## config.mk

```make
export PLATFORM = sky130hd
export DESIGN_NAME = debounce
export DESIGN_NICKNAME = d
export VERILOG_FILES = /design/src/rtl/debounce_pkg.sv /design/src/rtl/debounce_channel.sv /design/src/rtl/debounce.sv
export SDC_FILE = /design/constraint.sdc
export NUM_CORES = 1
export LEC_CHECK = 0
export ABC_AREA = 0
export CAP_MARGIN = 30
export CORE_AREA = 2 2 39 41
export CTS_CLUSTER_SIZE = 28
export DETAILED_ROUTE_END_ITERATION = 16
export DIE_AREA = 0 0 41 43
export GPL_TIMING_DRIVEN = 0
export SLEW_MARGIN = 25
export SYNTH_ARGS = -nofsm -noshare
export SYNTH_HDL_FRONTEND = slang
export SYNTH_HIERARCHICAL = 1
export SYNTH_SLANG_ARGS = --single-unit
```

## constraint.sdc

```tcl
create_clock -name clk -period 1.1 [get_ports clk]
set_input_delay 0.11 -clock clk [delete_from_list [all_inputs] [get_ports clk]]
set_output_delay 0.11 -clock clk [all_outputs]
set_load 0.02 [all_outputs]
```

## src/rtl/debounce_pkg.sv

```systemverilog
// Shared constants for the RGB mixer input debouncer.
// Holds the default qualification length, also used by the top-level encoder logic.
// Optional rise/fall edge outputs are compiled in when DEBOUNCE_EDGE_EN is defined.
package debounce_pkg;

  // Default number of consecutive clocks a new level must persist.
  localparam int DEFAULT_STABLE_CYCLES = 8;

  // Default number of debounced bits (A/B of one encoder).
  localparam int DEFAULT_CHANNELS = 2;

  // Width of the per-bit stability counter for a given qualification length.
  function automatic int cnt_width(input int stable_cycles);
    return $clog2(stable_cycles);
  endfunction

endpackage

```

## src/rtl/debounce_channel.sv

```systemverilog
// Single-bit debouncer: two-flop synchroniser, stability counter, registered output.
// Latency: dout follows a steady din change STABLE_CYCLES+1 clocks after first sampling edge.
// Optional one-cycle rise/fall pulses are built only when DEBOUNCE_EDGE_EN is defined.
module debounce_channel
  import debounce_pkg::*;
#(
  parameter int   STABLE_CYCLES = DEFAULT_STABLE_CYCLES,
  parameter logic RESET_LEVEL   = 1'b0
) (
  input  logic clk,
  input  logic reset_n,
  input  logic din,
  output logic dout
`ifdef DEBOUNCE_EDGE_EN
  , output logic rise
  , output logic fall
`endif
);

  localparam int            CW   = cnt_width(STABLE_CYCLES);
  localparam logic [CW-1:0] LAST = CW'(STABLE_CYCLES - 1);

  logic          s1;
  logic          s2;
  logic [CW-1:0] cnt;
  logic          differ;
  logic          accept;

  // The synchronised level has disagreed with dout long enough to be taken.
  assign differ = (s2 != dout);
  assign accept = differ && (cnt == LAST);

  // Two-flop synchroniser for the asynchronous pin.
  always_ff @(posedge clk or negedge reset_n) begin
    if (!reset_n) begin
      s1 <= RESET_LEVEL;
      s2 <= RESET_LEVEL;
    end else begin
      s1 <= din;
      s2 <= s1;
    end
  end

  // Count consecutive disagreeing clocks; any agreement or an acceptance restarts from zero.
  always_ff @(posedge clk or negedge reset_n) begin
    if (!reset_n) begin
      cnt <= '0;
    end else if (!differ || accept) begin
      cnt <= '0;
    end else begin
      cnt <= cnt + CW'(1);
    end
  end

  // Registered debounced level, updated only on acceptance.
  always_ff @(posedge clk or negedge reset_n) begin
    if (!reset_n) begin
      dout <= RESET_LEVEL;
    end else if (accept) begin
      dout <= s2;
    end
  end

`ifdef DEBOUNCE_EDGE_EN
  // Edge pulses registered alongside dout so they coincide with its change.
  always_ff @(posedge clk or negedge reset_n) begin
    if (!reset_n) begin
      rise <= 1'b0;
      fall <= 1'b0;
    end else begin
      rise <= accept &  s2;
      fall <= accept & ~s2;
    end
  end
`endif

endmodule

```

## src/rtl/debounce.sv

```systemverilog
// Multi-channel input conditioner for the quadrature pins of the RGB mixer encoders.
// Latency: STABLE_CYCLES+1 clocks from first sampling edge, identical for every channel.
// No backpressure; optional rise/fall ports exist only when DEBOUNCE_EDGE_EN is defined.
module debounce
  import debounce_pkg::*;
#(
  parameter int   CHANNELS      = DEFAULT_CHANNELS,
  parameter int   STABLE_CYCLES = DEFAULT_STABLE_CYCLES,
  parameter logic RESET_LEVEL   = 1'b0
) (
  input  logic                clk,
  input  logic                reset_n,
  input  logic [CHANNELS-1:0] din,
  output logic [CHANNELS-1:0] dout
`ifdef DEBOUNCE_EDGE_EN
  , output logic [CHANNELS-1:0] rise
  , output logic [CHANNELS-1:0] fall
`endif
);

  // One fully independent debouncer per input bit.
  for (genvar i = 0; i < CHANNELS; i++) begin : g_ch
    debounce_channel #(
      .STABLE_CYCLES (STABLE_CYCLES),
      .RESET_LEVEL   (RESET_LEVEL)
    ) u_ch (
      .clk     (clk),
      .reset_n (reset_n),
      .din     (din[i]),
      .dout    (dout[i])
`ifdef DEBOUNCE_EDGE_EN
      , .rise  (rise[i])
      , .fall  (fall[i])
`endif
    );
  end

endmodule

```

==> summary.md <==
| Metric | Value |
|---|---|
| Die ar. | `1760 µm²` |
| TritonCTS clock tree | `done` |
| Via count | `230` |
| Post-route antenna net violation count | `0` |
| DRT Pass-1 Iters | `2` |
| Vias in the first global route | `225` |
| Most common cell after layout, fill and taps aside | `dfrtp_1` |
| Cts hold-fix bufs | `0` |
| H-tree levels | `1` |
| Clk_lat worst skew | `260 ps` |
| Crit path capture type | `flip-flop` |
| Worst slew margin | `67.2%` |
| GP Congestion | `0.626` |
| Ratio of cells with drive above 1 in the final layout | `33.3%` |
| Fin crit period | `1150 ps` |
| Chip width | `41 µm` |
| CP peak stage delay | `380 ps` |
| Total congestion overflow | `0` |
| Setup CP Type | `flip-flop to flip-flop` |
| Final HPWL from detailed placement | `439 µm` |
| NumNets Final | `46` |
| TritonCTS Buffers | `3` |
| Tcrit/Tclk final | `104%` |
| Critical Path Source Type | `flip-flop` |
| Vias per cell | `4.42` |
| 1st-iter DRT viols | `1` |
| CP max-delay cell | `dfrtp_1` |
| Port Buffer Count | `5` |
| Reg clk slew, reported paths | `60 ps` |
| Worst Tran Pin Value | `490 ps` |
| Starting density of the core | `31.1%` |
| Total Routing Usage GR | `8.02%` |
| Pwr dens | `2260 nW/µm²` |
| Sequential area share after synthesis | `69.8%` |
| Chain of cells forming the critical path | `ha_2 > ha_4 > mux2_4` |
| N_diodes | `0` |
| HP Class | `primary input to asynchronous set/reset pin` |
| Syn Area/Cell | `16.6 µm²` |
| Final Max Tran Viols | `0` |
| CTS Sinks | `12` |
| Wire length per cell | `10.3 µm` |
| Synth Register Bits | `12` |
| Worst Skew | `0.297 ps` |
| Unique masters post-synth | `6` |
| Worst VDD drop | `0.000857 V` |
| Commonest cells after routing, fill and taps aside | `12 x dfrtp_1, 4 x nor3b_1, 3 x clkbuf_4, 3 x clkdlybuf4s50_1` |
| Yosys top cell area share | `69.8%` |
| Total power | `1.29 mW` |
| Net count after synthesis | `34` |
| Setup-failing EPs final | `2` |
| DRC | `0` |
| Setup WS pre-CTS | `-54.4 ps` |
| RSZ-0062 raised after global routing | `true` |
| Mapped cell area | `430 µm²` |
| Crit path required time | `1240 ps` |
| Die Span Y | `43 µm` |
| Setup WS post-layout | `-47.2 ps` |
| Fin Hold WS | `181 ps` |
| Initial antenna violation count | `0` |
| Post-route setup TNS | `-90.4 ps` |
| Ports | `6` |
| Yosys top cell by area | `dfrtp_1` |
| First-pass GRT wire length | `855 µm` |
| Largest net degree at the start of global routing | `13` |
| Syn-to-layout area delta | `32.6%` |
| CORE AREA | `1380 µm²` |
| Core Rows | `14` |
| Failing checks | `setup timing` |
| Fmax | `872 MHz` |
| CTS root buf | `clkbuf_4` |
| Status | `finished with violations` |
| Worst-path fanout max | `4` |
| Final Hold Fails | `0` |
| P_leak | `0.253 nW` |
| Post-Route WL | `537 µm` |
| Max_cap viols | `0` |
| Final Util | `41.2%` |
| Arr. time, crit path | `1290 ps` |
| Yosys warnings | `6` |
| CTS max path bufs | `2` |
| Post-Synthesis Cells | `26` |
| Largest cells by area after synthesis | `dfrtp_1 70%, ha_1 12%, nor3b_1 7.0%` |
[power breakdown]
group / switching, mW / internal (mW) / leakage, nW
Combinational: 0.169 / 0.238 / 0.0871
Sequential: 0.0761 / 0.563 / 0.153
Clock: 0.115 / 0.126 / 0.0138
Total: 0.360 / 0.927 / 0.253
[synth_stat cells]
master / n
dfrtp_1: 12
ha_1: 4
nor3b_1: 4
mux2_1: 2
nor3_1: 2
xnor2_1: 2
[logic make-up (layout without fill, tap and decap cells)]
family,Yosys count,in the layout,synth area share [%]
flip-flops,12,12,69.8
AND/OR/NAND/NOR,6,6,9.30
buffers and inverters,0,10,0
adder cells (fa/ha/maj),4,4,11.6
XOR/XNOR,2,2,4.07
multiplexers,2,2,5.23
[worst max-delay path, delay by kind of cell (launching register included)]
| kind | cells | cell delay, ps |
|---|---|---|
| mux | 1 | 290 |
| flops | 1 | 380 |
| fa+ha+maj | 2 | 360 |
[per-stage QoR]
| step | std cells | cell area (µm²) |
|---|---|---|
| final | 52 | 571 |
| after global routing | 52 | 571 |
| after CTS | 52 | 576 |
| after detailed placement | 47 | 538 |
| after global placement | 47 | 538 |
| after floorplan | 26 | 468 |
[layout make-up]
cell class / instances / area (µm²)
sequential: 12 / 300
multi-input combinational: 14 / 168
clock buffer: 3 / 22.5
tap: 16 / 20.0
timing repair buffer: 7 / 60.1
fill: 127 / 813
[state kept, by name (all words and copies together), names as in the netlist]
| name | flops |
|---|---|
| g_ch.u_ch/cnt | 6 |
| g_ch.u_ch/dout | 2 |
| g_ch.u_ch/s1 | 2 |
| g_ch.u_ch/s2 | 2 |
[per-layer routing]
metal	global-route usage, %	routed length (µm)	share of wire [%]	up-vias
met5	0	0	0	-
met4	10.0	10	1.9	0
met3	1.57	23	4.3	2
met2	11.6	295	55	4
met1	8.01	208	39	112
li1	-	-	-	112
[worst paths after layout]
path | startpoint | to | slack, ps | cells after the start
min reg2reg | g_ch[0].u_ch/s1 | g_ch[0].u_ch/s2 | 350 | 0
min in group clk | din[0] | g_ch[0].u_ch/s1 | 290 | 1
max | g_ch[1].u_ch/cnt[0] | g_ch[1].u_ch/dout | -50 | 3
max in group asynchronous | reset_n | g_ch[1].u_ch/s2 | 590 | 1
max reg2reg | g_ch[1].u_ch/cnt[0] | g_ch[1].u_ch/dout | -50 | 3
min | reset_n | g_ch[0].u_ch/s1 | 180 | 1
[repair_timing]
action                                  in CTS  in global routing
endpoints found under the setup margin       4                  7
resized for setup                            4                  1
pin swaps                                    2                  1
endpoints found under the hold margin        0                  0
setup buffers                                2                  0
Note: power is estimated with default switching activity, not from simulation.
==> variant (config.mk and constraints unchanged) <==
Change the package constant `DEFAULT_CHANNELS` from 2 to 1.
--- a/src/rtl/debounce_pkg.sv
+++ b/src/rtl/debounce_pkg.sv
@@ -7,7 +7,7 @@
   localparam int DEFAULT_STABLE_CYCLES = 8;
 
   // Default number of debounced bits (A/B of one encoder).
-  localparam int DEFAULT_CHANNELS = 2;
+  localparam int DEFAULT_CHANNELS = 1;
 
   // Width of the per-bit stability counter for a given qualification length.
   function automatic int cnt_width(input int stable_cycles);
Interface: changed (resized din and dout); port bits go from 6 to 4. No check against the original RTL was run, so the function may have changed too.
==> variant against the original RTL <==
- synthesized area fell by 50%
- clock skew rose by 0.0011 ns
- non-clock buffer count fell by 4
- largest cell class unchanged
- sequential cell count fell by 6
- design area fell by 45%
- largest power group unchanged
- routed wire length fell by 37%
- die area did not move
- total power fell by 43%
- combinational power fell by 54%
- worst setup slack got worse by 0.0043 ns
- the run still ends with setup timing left
- via count fell by 44%
==> variant: results (changes against the original RTL) <==
[placed_design]
post_dp_cell_area_um2=284  ; was 538 um2
gp_congestion=0.531  ; was 0.626
dp.cells=32  ; was 47
io_buffer_count=3  ; was 5

[cells_and_area]
largest_reg_flops=3  ; was 6
final_layout_size_suffix_gt1_frac=0.368  ; was 0.333
instances_no_fill=35  ; was 52
fillers=150  ; was 127
final_nets=26  ; was 46

[hold_path]
min_path_type=primary input to asynchronous set/reset pin  ; unchanged

[global_route]
grtUsageTotal=0.0617  ; was 0.0802
grt_pass1_wl_um=545  ; was 855 um
grt_max_degree=7  ; was 13
gr-total-overflow=0  ; unchanged
grt_pass1_vias=133  ; was 225

[yosys]
yosysWarnings=6  ; unchanged
synth_fp_nets=18  ; was 34
synthTopCellsByCount=dfrtp_1 (6), ha_1 (2), nor3b_1 (2)  ; was dfrtp_1 (12), ha_1 (4), nor3b_1 (4)
postSynthAreaPerCell_um2=16.6  ; about the same
synth_area_leaders=dfrtp_1 (70%), ha_1 (12%), nor3b_1 (7.0%), mux2_1 (5.2%), xnor2_1 (4.1%)  ; unchanged

[drt]
wl_per_cell_um=9.69  ; was 10.3 um
via_per_inst=3.69  ; was 4.42
drt_iter0_markers=3  ; was 1

[pwr]
p_leak_nw=0.132  ; was 0.253 nW
vdd_drop_max_uv=838  ; was 857 uV
p_sw_mw=0.214  ; was 0.360 mW

[timing]
finalWorstSetupSlack_ns=-0.0515  ; was -0.0472 ns
slew_headroom=0.822  ; was 0.672
whs_ns=0.103  ; was 0.181 ns
setup-tns-final_ns=-0.0599  ; was -0.0904 ns
skew_ns=0.00136  ; was 0.000297 ns
setup-violations-final=2  ; unchanged

[setup_path]
crit_fanout=4  ; unchanged
cp.arrival_ns=1.28
reg2reg_depth=3  ; unchanged
startpoint=g_ch[0].u_ch/cnt[0]  ; was g_ch[1].u_ch/cnt[0]
slowest_delay_ns=0.40  ; was 0.38 ns
cp-endpoint=g_ch[0].u_ch/dout  ; was g_ch[1].u_ch/dout

[cts]
insertion_delay_ns=0.24  ; was 0.26 ns
cts_root_buf=clkbuf_4  ; unchanged

[status]
outcome=complete, but fails checks  ; unchanged
violations=setup timing  ; unchanged

[variant: cell types whose count changed after synthesis, sizes merged]
cell and delta:
nor3b -2, xnor2 -1, nor3 -1, dfrtp -6, ha -2, mux2 -1
[variant: routing by layer]
layer	vias to the layer above	GRT usage	wire [um]
li1	59	-	-
met1	64	0.0495	134
met2	4	0.0688	171
met3	2	0.0785	26
met4	0	0.0600	8
met5	-	0	0
[variant: cell type report]
type                            count  area [um2]  area share
Clock buffer                        3        22.5      0.0723
Tap cell                           16        20.0      0.0643
Multi-Input combinational cell      7        93.8       0.301
Timing Repair Buffer                3        25.0      0.0803
Sequential cell                     6         150       0.482
[variant: logic make-up (layout without fill, tap and decap cells)]
logic type                 Yosys count  count (layout)  share of synthesized area
and+or+nand+nor                      3               3                     0.0930
DFF                                  6               6                      0.698
xor gates and xnor gates             1               1                     0.0407
adders and majority gates            2               2                      0.116
muxes                                1               1                     0.0523
buffers and inverters                0               6                          0
[variant: power groups by stage]
stage          registers [mW]  clock network [mW]  logic, mW
3_5_place_dp            0.330                   0      0.197
5_1_grt                 0.341               0.236      0.211
2_1_floorplan           0.338                   0      0.108
3_3_place_gp            0.321                   0      0.176
4_1_cts                 0.338               0.211      0.196
6_report                0.336               0.204      0.187
[variant: through the flow]
step,util,setup slack [ns]
detailed placement,0.205,-0.0600
global placement,0.205,-0.0227
finish,0.225,-0.0515
CTS,0.228,-0.0560
floorplan,-,-0.00960
global route,0.225,-0.0651
[variant: what timing repair did]
| item | 4_1_cts | 5_1_grt |
|---|---|---|
| setup buffers | 0 | 0 |
| gates resized for setup | 2 | 2 |
| setup endpoints to repair | 3 | 3 |
